`src/rtl/pll_reconfig_seq_if.sv`:
```
// PLL reconfiguration management bus: write strobe/address/data toward the reconfig
// controller, its busy flag, PLL reset and lock status.
interface pll_reconfig_seq_if;
    logic        locked;
    logic        mgmt_waitrequest;
    logic        mgmt_write;
    logic [5:0]  mgmt_address;
    logic [31:0] mgmt_writedata;
    logic        pll_reset;

    modport master (
        input  locked, mgmt_waitrequest,
        output mgmt_write, mgmt_address, mgmt_writedata, pll_reset
    );

    modport slave (
        output locked, mgmt_waitrequest,
        input  mgmt_write, mgmt_address, mgmt_writedata, pll_reset
    );
endinterface

```
`src/rtl/pll_reconfig_seq.sv`:
```
// Steps a PLL reconfig controller through M/K/N/C/phase programming for the table entry at pos.
// Optional lock watchdog: define PLLSEQ_LOCK_TIMEOUT_EN.
module pll_reconfig_seq #(
    parameter int NUM_CFG     = 11,
    parameter int NUM_CNT     = 2,
    parameter int STEP_GAP    = 8,
    parameter int PH_BASE     = 29,
    parameter int PH_MAX      = 100,
    parameter int TIMEOUT_CYC = 5000000,
    localparam int PW = $clog2(NUM_CFG)
) (
    input  logic                CLK_50M,
    input  logic                RESET,
    pll_reconfig_seq_if.master  mgmt,
    input  logic                cmd_up,
    input  logic                cmd_down,
    input  logic                cmd_auto,
    input  logic                cmd_reapply,
    input  logic                cmd_ph_inc,
    input  logic                cmd_ph_dec,
    input  logic                fail,
    input  logic [31:0]         cfg_m,
    input  logic [31:0]         cfg_k,
    input  logic [31:0]         cfg_c,
    input  logic [31:0]         cfg_ph,
    output logic [PW-1:0]       pos,
    output logic [7:0]          phase,
    output logic                busy,
    output logic                auto_mode,
    output logic                ph_mode,
    output logic                lock_err
);
    localparam int GW = (STEP_GAP > 1) ? $clog2(STEP_GAP) : 1;
    localparam int CW = (NUM_CNT > 1) ? $clog2(NUM_CNT) : 1;

    typedef enum logic [3:0] {
        S_IDLE, S_MODE, S_M, S_K, S_N, S_C, S_CP, S_BW, S_APPLY,
        S_RST1, S_RST0, S_MODE2, S_PHASE, S_APPLY2, S_DONE
    } state_t;

    state_t        state, state_nx;
    logic [GW-1:0] gap, gap_nx;
    logic [CW-1:0] ci, ci_nx;
    logic [PW-1:0] pos_nx;
    logic [7:0]    phase_cmd, phase_nx;
    logic          busy_nx, auto_nx, phm_nx;
    logic          wr, wr_nx, prst, prst_nx;
    logic [5:0]    addr, addr_nx;
    logic [31:0]   data, data_nx, ph_delta;
    logic          cmd_acc, start, go, rst0_step, wd_fire;

    logic unused_bits;
    assign unused_bits = ^{1'b0, cfg_ph[31:8]};

    assign mgmt.mgmt_write     = wr;
    assign mgmt.mgmt_address   = addr;
    assign mgmt.mgmt_writedata = data;
    assign mgmt.pll_reset      = prst;

    // Only the highest-priority pulse is considered; if its bound fails the whole cycle is a no-op.
    always_comb begin
        cmd_acc   = 1'b0;
        pos_nx    = pos;
        phase_cmd = phase;
        auto_nx   = auto_mode;
        phm_nx    = ph_mode;
        if (cmd_auto) begin
            cmd_acc = 1'b1; pos_nx = '0; auto_nx = 1'b1; phm_nx = 1'b0;
        end else if (cmd_reapply) begin
            cmd_acc = 1'b1; auto_nx = 1'b0;
        end else if (cmd_down) begin
            if (pos < PW'(NUM_CFG - 1)) begin
                cmd_acc = 1'b1; pos_nx = pos + 1'b1; auto_nx = 1'b0; phm_nx = 1'b0;
            end
        end else if (cmd_up) begin
            if (pos > '0) begin
                cmd_acc = 1'b1; pos_nx = pos - 1'b1; auto_nx = 1'b0; phm_nx = 1'b0;
            end
        end else if (cmd_ph_inc) begin
            if (phase < 8'(PH_MAX)) begin
                cmd_acc = 1'b1; phase_cmd = phase + 8'd1; auto_nx = 1'b0; phm_nx = 1'b1;
            end
        end else if (cmd_ph_dec) begin
            if (phase > 8'd0) begin
                cmd_acc = 1'b1; phase_cmd = phase - 8'd1; auto_nx = 1'b0; phm_nx = 1'b1;
            end
        end
        start = cmd_acc;
        if (!cmd_acc && auto_mode && fail && !busy && pos < PW'(NUM_CFG - 1)) begin
            start  = 1'b1;
            pos_nx = pos + 1'b1;
        end
    end

    always_comb begin
        if (phase > 8'(PH_BASE))
            ph_delta = 32'(phase - 8'(PH_BASE));
        else
            ph_delta = 32'(8'(PH_BASE) - phase) | 32'h0020_0000;
    end

    assign go = (gap == '0) && ((mgmt.locked && !mgmt.mgmt_waitrequest) || prst);

    always_comb begin
        state_nx  = state;
        gap_nx    = (gap != '0) ? gap - 1'b1 : gap;
        ci_nx     = ci;
        phase_nx  = phase_cmd;
        busy_nx   = busy;
        wr_nx     = 1'b0;
        addr_nx   = addr;
        data_nx   = data;
        prst_nx   = prst;
        rst0_step = 1'b0;
        if (start) begin
            state_nx = S_MODE;
            gap_nx   = GW'(STEP_GAP - 1);
            ci_nx    = '0;
            busy_nx  = 1'b1;
            prst_nx  = 1'b0;
        end else if (wd_fire) begin
            state_nx = S_IDLE;
            busy_nx  = 1'b0;
        end else if (state != S_IDLE && go) begin
            gap_nx = GW'(STEP_GAP - 1);
            unique case (state)
                S_MODE: begin
                    wr_nx = 1'b1; addr_nx = 6'd0; data_nx = 32'd0; state_nx = S_M;
                    if (!ph_mode) phase_nx = cfg_ph[7:0];
                end
                S_M:     begin wr_nx = 1'b1; addr_nx = 6'd4; data_nx = cfg_m;        state_nx = S_K;  end
                S_K:     begin wr_nx = 1'b1; addr_nx = 6'd7; data_nx = cfg_k;        state_nx = S_N;  end
                S_N:     begin wr_nx = 1'b1; addr_nx = 6'd3; data_nx = 32'h0001_0000; state_nx = S_C; end
                S_C: begin
                    wr_nx = 1'b1; addr_nx = 6'd5; data_nx = cfg_c | (32'(ci) << 18);
                    if (ci == CW'(NUM_CNT - 1)) state_nx = S_CP;
                    else ci_nx = ci + 1'b1;
                end
                S_CP:    begin wr_nx = 1'b1; addr_nx = 6'd9; data_nx = 32'd1; state_nx = S_BW;    end
                S_BW:    begin wr_nx = 1'b1; addr_nx = 6'd8; data_nx = 32'd7; state_nx = S_APPLY; end
                S_APPLY: begin wr_nx = 1'b1; addr_nx = 6'd2; data_nx = 32'd0; state_nx = S_RST1;  end
                S_RST1:  begin prst_nx = 1'b1; state_nx = S_RST0; end
                S_RST0: begin
                    prst_nx   = 1'b0;
                    rst0_step = 1'b1;
                    state_nx  = (phase == 8'(PH_BASE)) ? S_DONE : S_MODE2;
                end
                S_MODE2: begin wr_nx = 1'b1; addr_nx = 6'd0; data_nx = 32'd0; state_nx = S_PHASE; end
                S_PHASE: begin
                    wr_nx = 1'b1; addr_nx = 6'd6; data_nx = ph_delta | 32'h0001_0000; state_nx = S_APPLY2;
                end
                S_APPLY2: begin wr_nx = 1'b1; addr_nx = 6'd2; data_nx = 32'd0; state_nx = S_DONE; end
                S_DONE:   begin busy_nx = 1'b0; state_nx = S_IDLE; end
                default:  state_nx = S_IDLE;
            endcase
        end
    end

    always_ff @(posedge CLK_50M) begin
        if (RESET) begin
            state     <= S_IDLE;
            gap       <= '0;
            ci        <= '0;
            pos       <= '0;
            phase     <= '0;
            busy      <= 1'b0;
            auto_mode <= 1'b0;
            ph_mode   <= 1'b0;
            wr        <= 1'b0;
            addr      <= '0;
            data      <= '0;
            prst      <= 1'b0;
        end else begin
            state     <= state_nx;
            gap       <= gap_nx;
            ci        <= ci_nx;
            pos       <= pos_nx;
            phase     <= phase_nx;
            busy      <= busy_nx;
            auto_mode <= auto_nx;
            ph_mode   <= phm_nx;
            wr        <= wr_nx;
            addr      <= addr_nx;
            data      <= data_nx;
            prst      <= prst_nx;
        end
    end

`ifdef PLLSEQ_LOCK_TIMEOUT_EN
    logic        wd_act;
    logic [31:0] wd_cnt;

    assign wd_fire = wd_act && !mgmt.locked && (wd_cnt == 32'(TIMEOUT_CYC - 1));

    // Armed by RST0, disarmed by the first locked sample or by a restart.
    always_ff @(posedge CLK_50M) begin
        if (RESET) begin
            wd_act   <= 1'b0;
            wd_cnt   <= '0;
            lock_err <= 1'b0;
        end else begin
            if (start || mgmt.locked || wd_fire) begin
                wd_act <= 1'b0;
            end else if (rst0_step) begin
                wd_act <= 1'b1;
                wd_cnt <= '0;
            end else if (wd_act) begin
                wd_cnt <= wd_cnt + 32'd1;
            end
            if (cmd_acc)      lock_err <= 1'b0;
            else if (wd_fire) lock_err <= 1'b1;
        end
    end
`else
    logic unused_timeout;
    assign unused_timeout = (TIMEOUT_CYC > 0) & rst0_step;
    assign wd_fire  = 1'b0;
    assign lock_err = 1'b0;
`endif
endmodule

```
`src/flat_wrapper.sv`:
```
// flat-port wrapper written by rule: the top's interface ports become plain ports
module pll_reconfig_seq_flat 
#(
    parameter int NUM_CFG     = 11,
    parameter int NUM_CNT     = 2,
    parameter int STEP_GAP    = 8,
    parameter int PH_BASE     = 29,
    parameter int PH_MAX      = 100,
    parameter int TIMEOUT_CYC = 5000000,
    localparam int PW = $clog2(NUM_CFG)
)
  (CLK_50M, RESET, cmd_up, cmd_down, cmd_auto, cmd_reapply, cmd_ph_inc, cmd_ph_dec, fail, cfg_m, cfg_k, cfg_c, cfg_ph, pos, phase, busy, auto_mode, ph_mode, lock_err, mgmt_locked, mgmt_mgmt_waitrequest, mgmt_mgmt_write, mgmt_mgmt_address, mgmt_mgmt_writedata, mgmt_pll_reset);
  pll_reconfig_seq_if mgmt_i ();
  input  logic CLK_50M;
  input  logic RESET;
  input  logic cmd_up;
  input  logic cmd_down;
  input  logic cmd_auto;
  input  logic cmd_reapply;
  input  logic cmd_ph_inc;
  input  logic cmd_ph_dec;
  input  logic fail;
  input  logic [31:0] cfg_m;
  input  logic [31:0] cfg_k;
  input  logic [31:0] cfg_c;
  input  logic [31:0] cfg_ph;
  output logic [PW-1:0] pos;
  output logic [7:0] phase;
  output logic busy;
  output logic auto_mode;
  output logic ph_mode;
  output logic lock_err;
  input wire logic [$bits(mgmt_i.locked)-1:0] mgmt_locked;
  input wire logic [$bits(mgmt_i.mgmt_waitrequest)-1:0] mgmt_mgmt_waitrequest;
  output wire logic [$bits(mgmt_i.mgmt_write)-1:0] mgmt_mgmt_write;
  output wire logic [$bits(mgmt_i.mgmt_address)-1:0] mgmt_mgmt_address;
  output wire logic [$bits(mgmt_i.mgmt_writedata)-1:0] mgmt_mgmt_writedata;
  output wire logic [$bits(mgmt_i.pll_reset)-1:0] mgmt_pll_reset;
  assign mgmt_i.locked = mgmt_locked;
  assign mgmt_i.mgmt_waitrequest = mgmt_mgmt_waitrequest;
  assign mgmt_mgmt_write = mgmt_i.mgmt_write;
  assign mgmt_mgmt_address = mgmt_i.mgmt_address;
  assign mgmt_mgmt_writedata = mgmt_i.mgmt_writedata;
  assign mgmt_pll_reset = mgmt_i.pll_reset;
  pll_reconfig_seq #(.NUM_CFG(NUM_CFG), .NUM_CNT(NUM_CNT), .STEP_GAP(STEP_GAP), .PH_BASE(PH_BASE), .PH_MAX(PH_MAX), .TIMEOUT_CYC(TIMEOUT_CYC)) u_core (.CLK_50M(CLK_50M), .RESET(RESET), .mgmt(mgmt_i), .cmd_up(cmd_up), .cmd_down(cmd_down), .cmd_auto(cmd_auto), .cmd_reapply(cmd_reapply), .cmd_ph_inc(cmd_ph_inc), .cmd_ph_dec(cmd_ph_dec), .fail(fail), .cfg_m(cfg_m), .cfg_k(cfg_k), .cfg_c(cfg_c), .cfg_ph(cfg_ph), .pos(pos), .phase(phase), .busy(busy), .auto_mode(auto_mode), .ph_mode(ph_mode), .lock_err(lock_err));
endmodule
```
`config.mk`:
```
export PLATFORM = sky130hd
export DESIGN_NAME = pll_reconfig_seq_flat
export DESIGN_NICKNAME = d
export VERILOG_FILES = /design/src/rtl/pll_reconfig_seq_if.sv /design/src/rtl/pll_reconfig_seq.sv /design/src/flat_wrapper.sv
export SDC_FILE = /design/constraint.sdc
export NUM_CORES = 1
export LEC_CHECK = 0
export ABC_AREA = 1
export ABC_CLOCK_PERIOD_IN_PS = 5000
export CORE_UTILIZATION = 46
export CTS_CLUSTER_DIAMETER = 100
export CTS_CLUSTER_SIZE = 8
export DETAILED_ROUTE_END_ITERATION = 12
export PLACE_DENSITY = 0.87
export SYNTH_ARGS = -nofsm -noshare
export SYNTH_HDL_FRONTEND = slang
export SYNTH_SLANG_ARGS = --single-unit
```
`constraint.sdc`:
```
create_clock -name CLK_50M -period 5 [get_ports CLK_50M]
set_clock_uncertainty 0.05 [all_clocks]
set_input_delay 1 -clock CLK_50M [delete_from_list [all_inputs] [get_ports CLK_50M]]
set_output_delay 1 -clock CLK_50M [all_outputs]
set_load 0.02 [all_outputs]
```
==> metrics.txt <==
# TYPE chip_impl_metric gauge
chip_impl_info{name="timing_worst_setup_path_type",value="in2reg"} 1
chip_impl_metric{name="worst_hold_path.num_cells",unit=""} 2
chip_impl_metric{name="final_period_minus_worst_setup_slack",unit="ps"} 3230
chip_impl_metric{name="place_worst_setup_slack",unit="ps"} 1470
chip_impl_metric{name="boundaryPins",unit=""} 195
chip_impl_info{name="rr_startpoint",value="u_core.phase[2]"} 1
chip_impl_info{name="hp-class",value="reg2reg"} 1
chip_impl_metric{name="design.core.area",unit="um^2"} 9330
chip_impl_info{name="netlist_top_cells_area",value="dfxtp_1, nand2_1, a21oi_1, nor2_1, inv_1"} 1
chip_impl_metric{name="power.leakage",unit="nW"} 2.70
chip_impl_metric{name="finalWorstSetupSlack",unit="ps"} 1770
chip_impl_info{name="synth_top_area_cell",value="dfxtp_1"} 1
chip_impl_metric{name="critical_path_arrival",unit="ps"} 3440
chip_impl_metric{name="worst_ep_required_time",unit="ps"} 5210
chip_impl_info{name="run_status",value="finished, final reports clean"} 1
chip_impl_metric{name="antenna_found_initial",unit=""} 0
chip_impl_metric{name="drive_above_1_share",unit="%"} 5.41
chip_impl_info{name="setup.worst_path.end_class",value="flop"} 1
chip_impl_metric{name="maxSlewHeadroom",unit="%"} 25.5
chip_impl_metric{name="tightestPinTransition",unit="ps"} 1120
chip_impl_metric{name="drt_drc_violations_left",unit=""} 0
chip_impl_metric{name="syn_area",unit="um^2"} 4450
chip_impl_info{name="crit_slowest_cell",value="clkdlybuf4s50_1"} 1
chip_impl_info{name="worstPathCellList",value="clkdlybuf4s50_1 -> nor2_1 -> nand2_1 -> inv_2 -> nand3_2 -> nand2_4 -> nand2_4 -> nor3_4 -> buf_4 -> nand2_1 -> a21oi_1"} 1
chip_impl_metric{name="netlist-cell-type-count",unit=""} 46
chip_impl_metric{name="final_nets",unit=""} 998
chip_impl_info{name="min_from",value="u_core.mgmt.mgmt_writedata[9]"} 1
chip_impl_metric{name="clock_latency_on_the_worst_skew_pair",unit="ps"} 340
chip_impl_info{name="tritoncts",value="yes"} 1
chip_impl_metric{name="drt_pre_antenna_iters",unit=""} 7
chip_impl_metric{name="reg2reg_slack",unit="ps"} 2300
chip_impl_metric{name="ys_async_sr_fraction",unit="%"} 0
chip_impl_metric{name="ys_warn_count",unit=""} 0
chip_impl_metric{name="detailed_place_hpwl",unit="um"} 11100
chip_impl_metric{name="placed_cells",unit=""} 963
chip_impl_metric{name="cts_hold_buffers_added",unit=""} 0
chip_impl_info{name="rsz_0062_raised_after_global_routing",value="no"} 1
chip_impl_info{name="synth_most_common_cell",value="nand2_1"} 1
chip_impl_metric{name="placementRows",unit=""} 35
chip_impl_metric{name="track_usage",unit="%"} 28.7
chip_impl_metric{name="globalRoute.totalOverflow",unit=""} 0
chip_impl_metric{name="post_cts.resized_instances",unit=""} 0
chip_impl_metric{name="design_area",unit="um^2"} 6300
chip_impl_metric{name="setup_violations",unit=""} 0
chip_impl_metric{name="max-vdd-ir-drop",unit="mV"} 0.103
chip_impl_metric{name="syn_avg_cell_area",unit="um^2"} 6.42
chip_impl_metric{name="post_dr_wirelength_cell",unit="um"} 14.7
chip_impl_metric{name="layoutNonFillerInstCount",unit=""} 979
chip_impl_metric{name="buffers_on_ports",unit=""} 167
chip_impl_metric{name="route.antenna.remaining_nets",unit=""} 0
chip_impl_metric{name="max_freq",unit="MHz"} 310
chip_impl_info{name="worst_hold_path.endpoint",value="u_core.mgmt.mgmt_writedata[9]"} 1
chip_impl_metric{name="n_antenna_cell",unit=""} 0
chip_impl_metric{name="clock_path_buffers",unit=""} 2
chip_impl_metric{name="num_vias",unit=""} 5186
chip_impl_metric{name="worst_path_largest_cell_delay",unit="ps"} 480
chip_impl_metric{name="grt_pass1_vias",unit=""} 4763
chip_impl_metric{name="layout-area-overhead-vs-synth",unit="%"} 41.5
chip_impl_metric{name="cts-buffers-inserted",unit=""} 9
chip_impl_metric{name="timing.final.max_slew_violations",unit=""} 0
chip_impl_metric{name="area_of_the_die",unit="um^2"} 10100
chip_impl_metric{name="finalHoldViolations",unit=""} 0
chip_impl_metric{name="die_height",unit="um"} 100
chip_impl_metric{name="min_period_over_period",unit="%"} 64.5
chip_impl_info{name="worst_setup_sp",value="cmd_auto"} 1
chip_impl_metric{name="worstPathMaxFanout",unit=""} 21
chip_impl_info{name="postSynth.topFlopCell",value="dfxtp_1"} 1
chip_impl_metric{name="start_util",unit="%"} 47.8
chip_impl_metric{name="ys_seq_area_share",unit="%"} 27.4
chip_impl_metric{name="grt_start_max_net_pins",unit=""} 35
chip_impl_metric{name="reg2reg_depth",unit=""} 11
chip_impl_metric{name="fillerInstances",unit=""} 862
chip_impl_metric{name="die_span_x",unit="um"} 100
chip_impl_metric{name="dpl-instance-area",unit="um^2"} 6130
chip_impl_metric{name="power.density",unit="nW/um^2"} 178
chip_impl_metric{name="ctsHtreeMaxLevel",unit=""} 3
chip_impl_info{name="startpoint_type",value="input pin"} 1
chip_impl_metric{name="synth_cells",unit=""} 694
chip_impl_info{name="r2r_end",value="u_core.mgmt.mgmt_writedata[31]"} 1
chip_impl_metric{name="drt-total-wl",unit="um"} 14400
chip_impl_metric{name="iter_0_drt_violations",unit=""} 230
chip_impl_metric{name="synth_top_area_share",unit="%"} 27.4
chip_impl_info{name="synth.top_cells.by_count",value="nand2_1, nor2_1, dfxtp_1"} 1
chip_impl_metric{name="drv.max_cap_violation_count",unit=""} 0
chip_impl_metric{name="clk_pin_slew",unit="ps"} 70
chip_impl_metric{name="timing.setup.tns",unit="ps"} 0
chip_impl_metric{name="synth-edff-count",unit=""} 0
chip_impl_metric{name="gpl.final_weighted_congestion",unit=""} 0.984
chip_impl_metric{name="synth-seq-cells",unit=""} 61
chip_impl_info{name="cts.root.buffer_cell",value="clkbuf_8"} 1
chip_impl_metric{name="cts_sinks",unit=""} 61
chip_impl_metric{name="post_cts.repair.setup_buffers",unit=""} 0
chip_impl_metric{name="vias_per_cell",unit=""} 5.30
chip_impl_metric{name="grt_pass1_wl",unit="um"} 22800
[how the worst max path moves through the flow]
stage	to	slack, ps
4_1_cts	u_core.mgmt.mgmt_writedata[2]	1820
3_3_place_gp	u_core.mgmt.mgmt_writedata[2]	1480
6_report	u_core.mgmt.mgmt_writedata[31]	1770
2_1_floorplan	u_core.mgmt.mgmt_address[1]	2650
5_1_grt	u_core.mgmt.mgmt_writedata[2]	1600
3_5_place_dp	u_core.mgmt.mgmt_writedata[2]	1470
[area by class of cell]
type	count	area, um^2	area share [%]
clock inverter	4	23.8	0.377
tap	129	161	2.56
multi-input combinational	538	2810	44.5
inverter	65	251	3.99
sequential	61	1220	19.4
timing repair buffer	170	1690	26.9
clock buffer	12	145	2.30
[power breakdown]
part	switching (W)	total, W	internal, W
Clock	0.000198	0.000390	0.000192
Combinational	0.000106	0.000232	0.000126
Sequential	0.0000101	0.000503	0.000493
[layer usage]
layer / routed length [um] / vias to the layer above / share of wire, % / GRT usage (%)
li1: - / 2578 / - / -
met1: 6020 / 2373 / 42 / 36.4
met2: 7030 / 194 / 49 / 47.9
met3: 914 / 41 / 6.3 / 5.36
met4: 468 / 0 / 3.2 / 11.4
met5: 0 / - / 0 / 0
[flip-flops by register name, indices dropped and copies added, names as in the netlist]
| name | count |
|---|---|
| u_core.ci | 1 |
| u_core.auto_mode | 1 |
| u_core.pos | 4 |
| u_core.mgmt.mgmt_address | 4 |
| u_core.mgmt.mgmt_write | 1 |
| u_core.state | 4 |
| u_core.phase | 8 |
| u_core.mgmt.mgmt_writedata | 32 |
| u_core.mgmt.pll_reset | 1 |
| u_core.busy | 1 |
| u_core.gap | 3 |
| u_core.ph_mode | 1 |
[cell families (layout without fill, tap and decap cells)]
group	after synthesis	count (layout)	synth area share (%)
AOI/OAI and AO/OA	136	136	18.3
xor gates and xnor gates	14	14	2.75
adders and majority gates	14	14	3.93
buffers and inverters	97	251	9.75
DFF	61	61	27.4
other	1	3	0.0842
and+or+nand+nor	371	371	37.8
[stage by stage]
stage / power (W) / hold slack (ps) / utilization [%]
after global placement: 0.000738 / 402 / 65.8
after detailed placement: 0.000744 / 405 / 65.8
after CTS: 0.00113 / 416 / 67.6
after floorplan: 0.000619 / 410 / -
final: 0.00112 / 416 / 67.6
after global routing: 0.00118 / 429 / 67.6
[critical path, delay by kind of cell]
family          cells  cell delay [ps]
compound gates      1              150
buf+inv             3             1020
simple gates        7             1240
[layout by cell type (no fill, tap or decap), types with 2 or more instances in the layout]
| cell | count |
|---|---|
| clkbuf_8 | 10 |
| o21ai_0 | 36 |
| a211oi_1 | 3 |
| o211ai_1 | 2 |
| inv_1 | 56 |
| o31ai_1 | 2 |
| nand3_1 | 37 |
| nor2_1 | 65 |
| nor2_2 | 2 |
| dfxtp_1 | 61 |
| o2111ai_1 | 2 |
| inv_2 | 7 |
| nand3_2 | 4 |
| a31oi_1 | 2 |
| xor2_1 | 13 |
| a22o_1 | 24 |
| clkinv_2 | 3 |
| conb_1 | 3 |
| nand2_2 | 4 |
| a21oi_1 | 54 |
| nand2_4 | 4 |
| nand3b_1 | 22 |
| nand4_1 | 6 |
| o22ai_1 | 2 |
| clkbuf_1 | 2 |
| o21ai_1 | 5 |
| nand2_1 | 210 |
| buf_4 | 3 |
| nor3_1 | 10 |
| clkdlybuf4s50_1 | 167 |
| ha_1 | 14 |
Note: power is estimated with default switching activity, not from simulation.
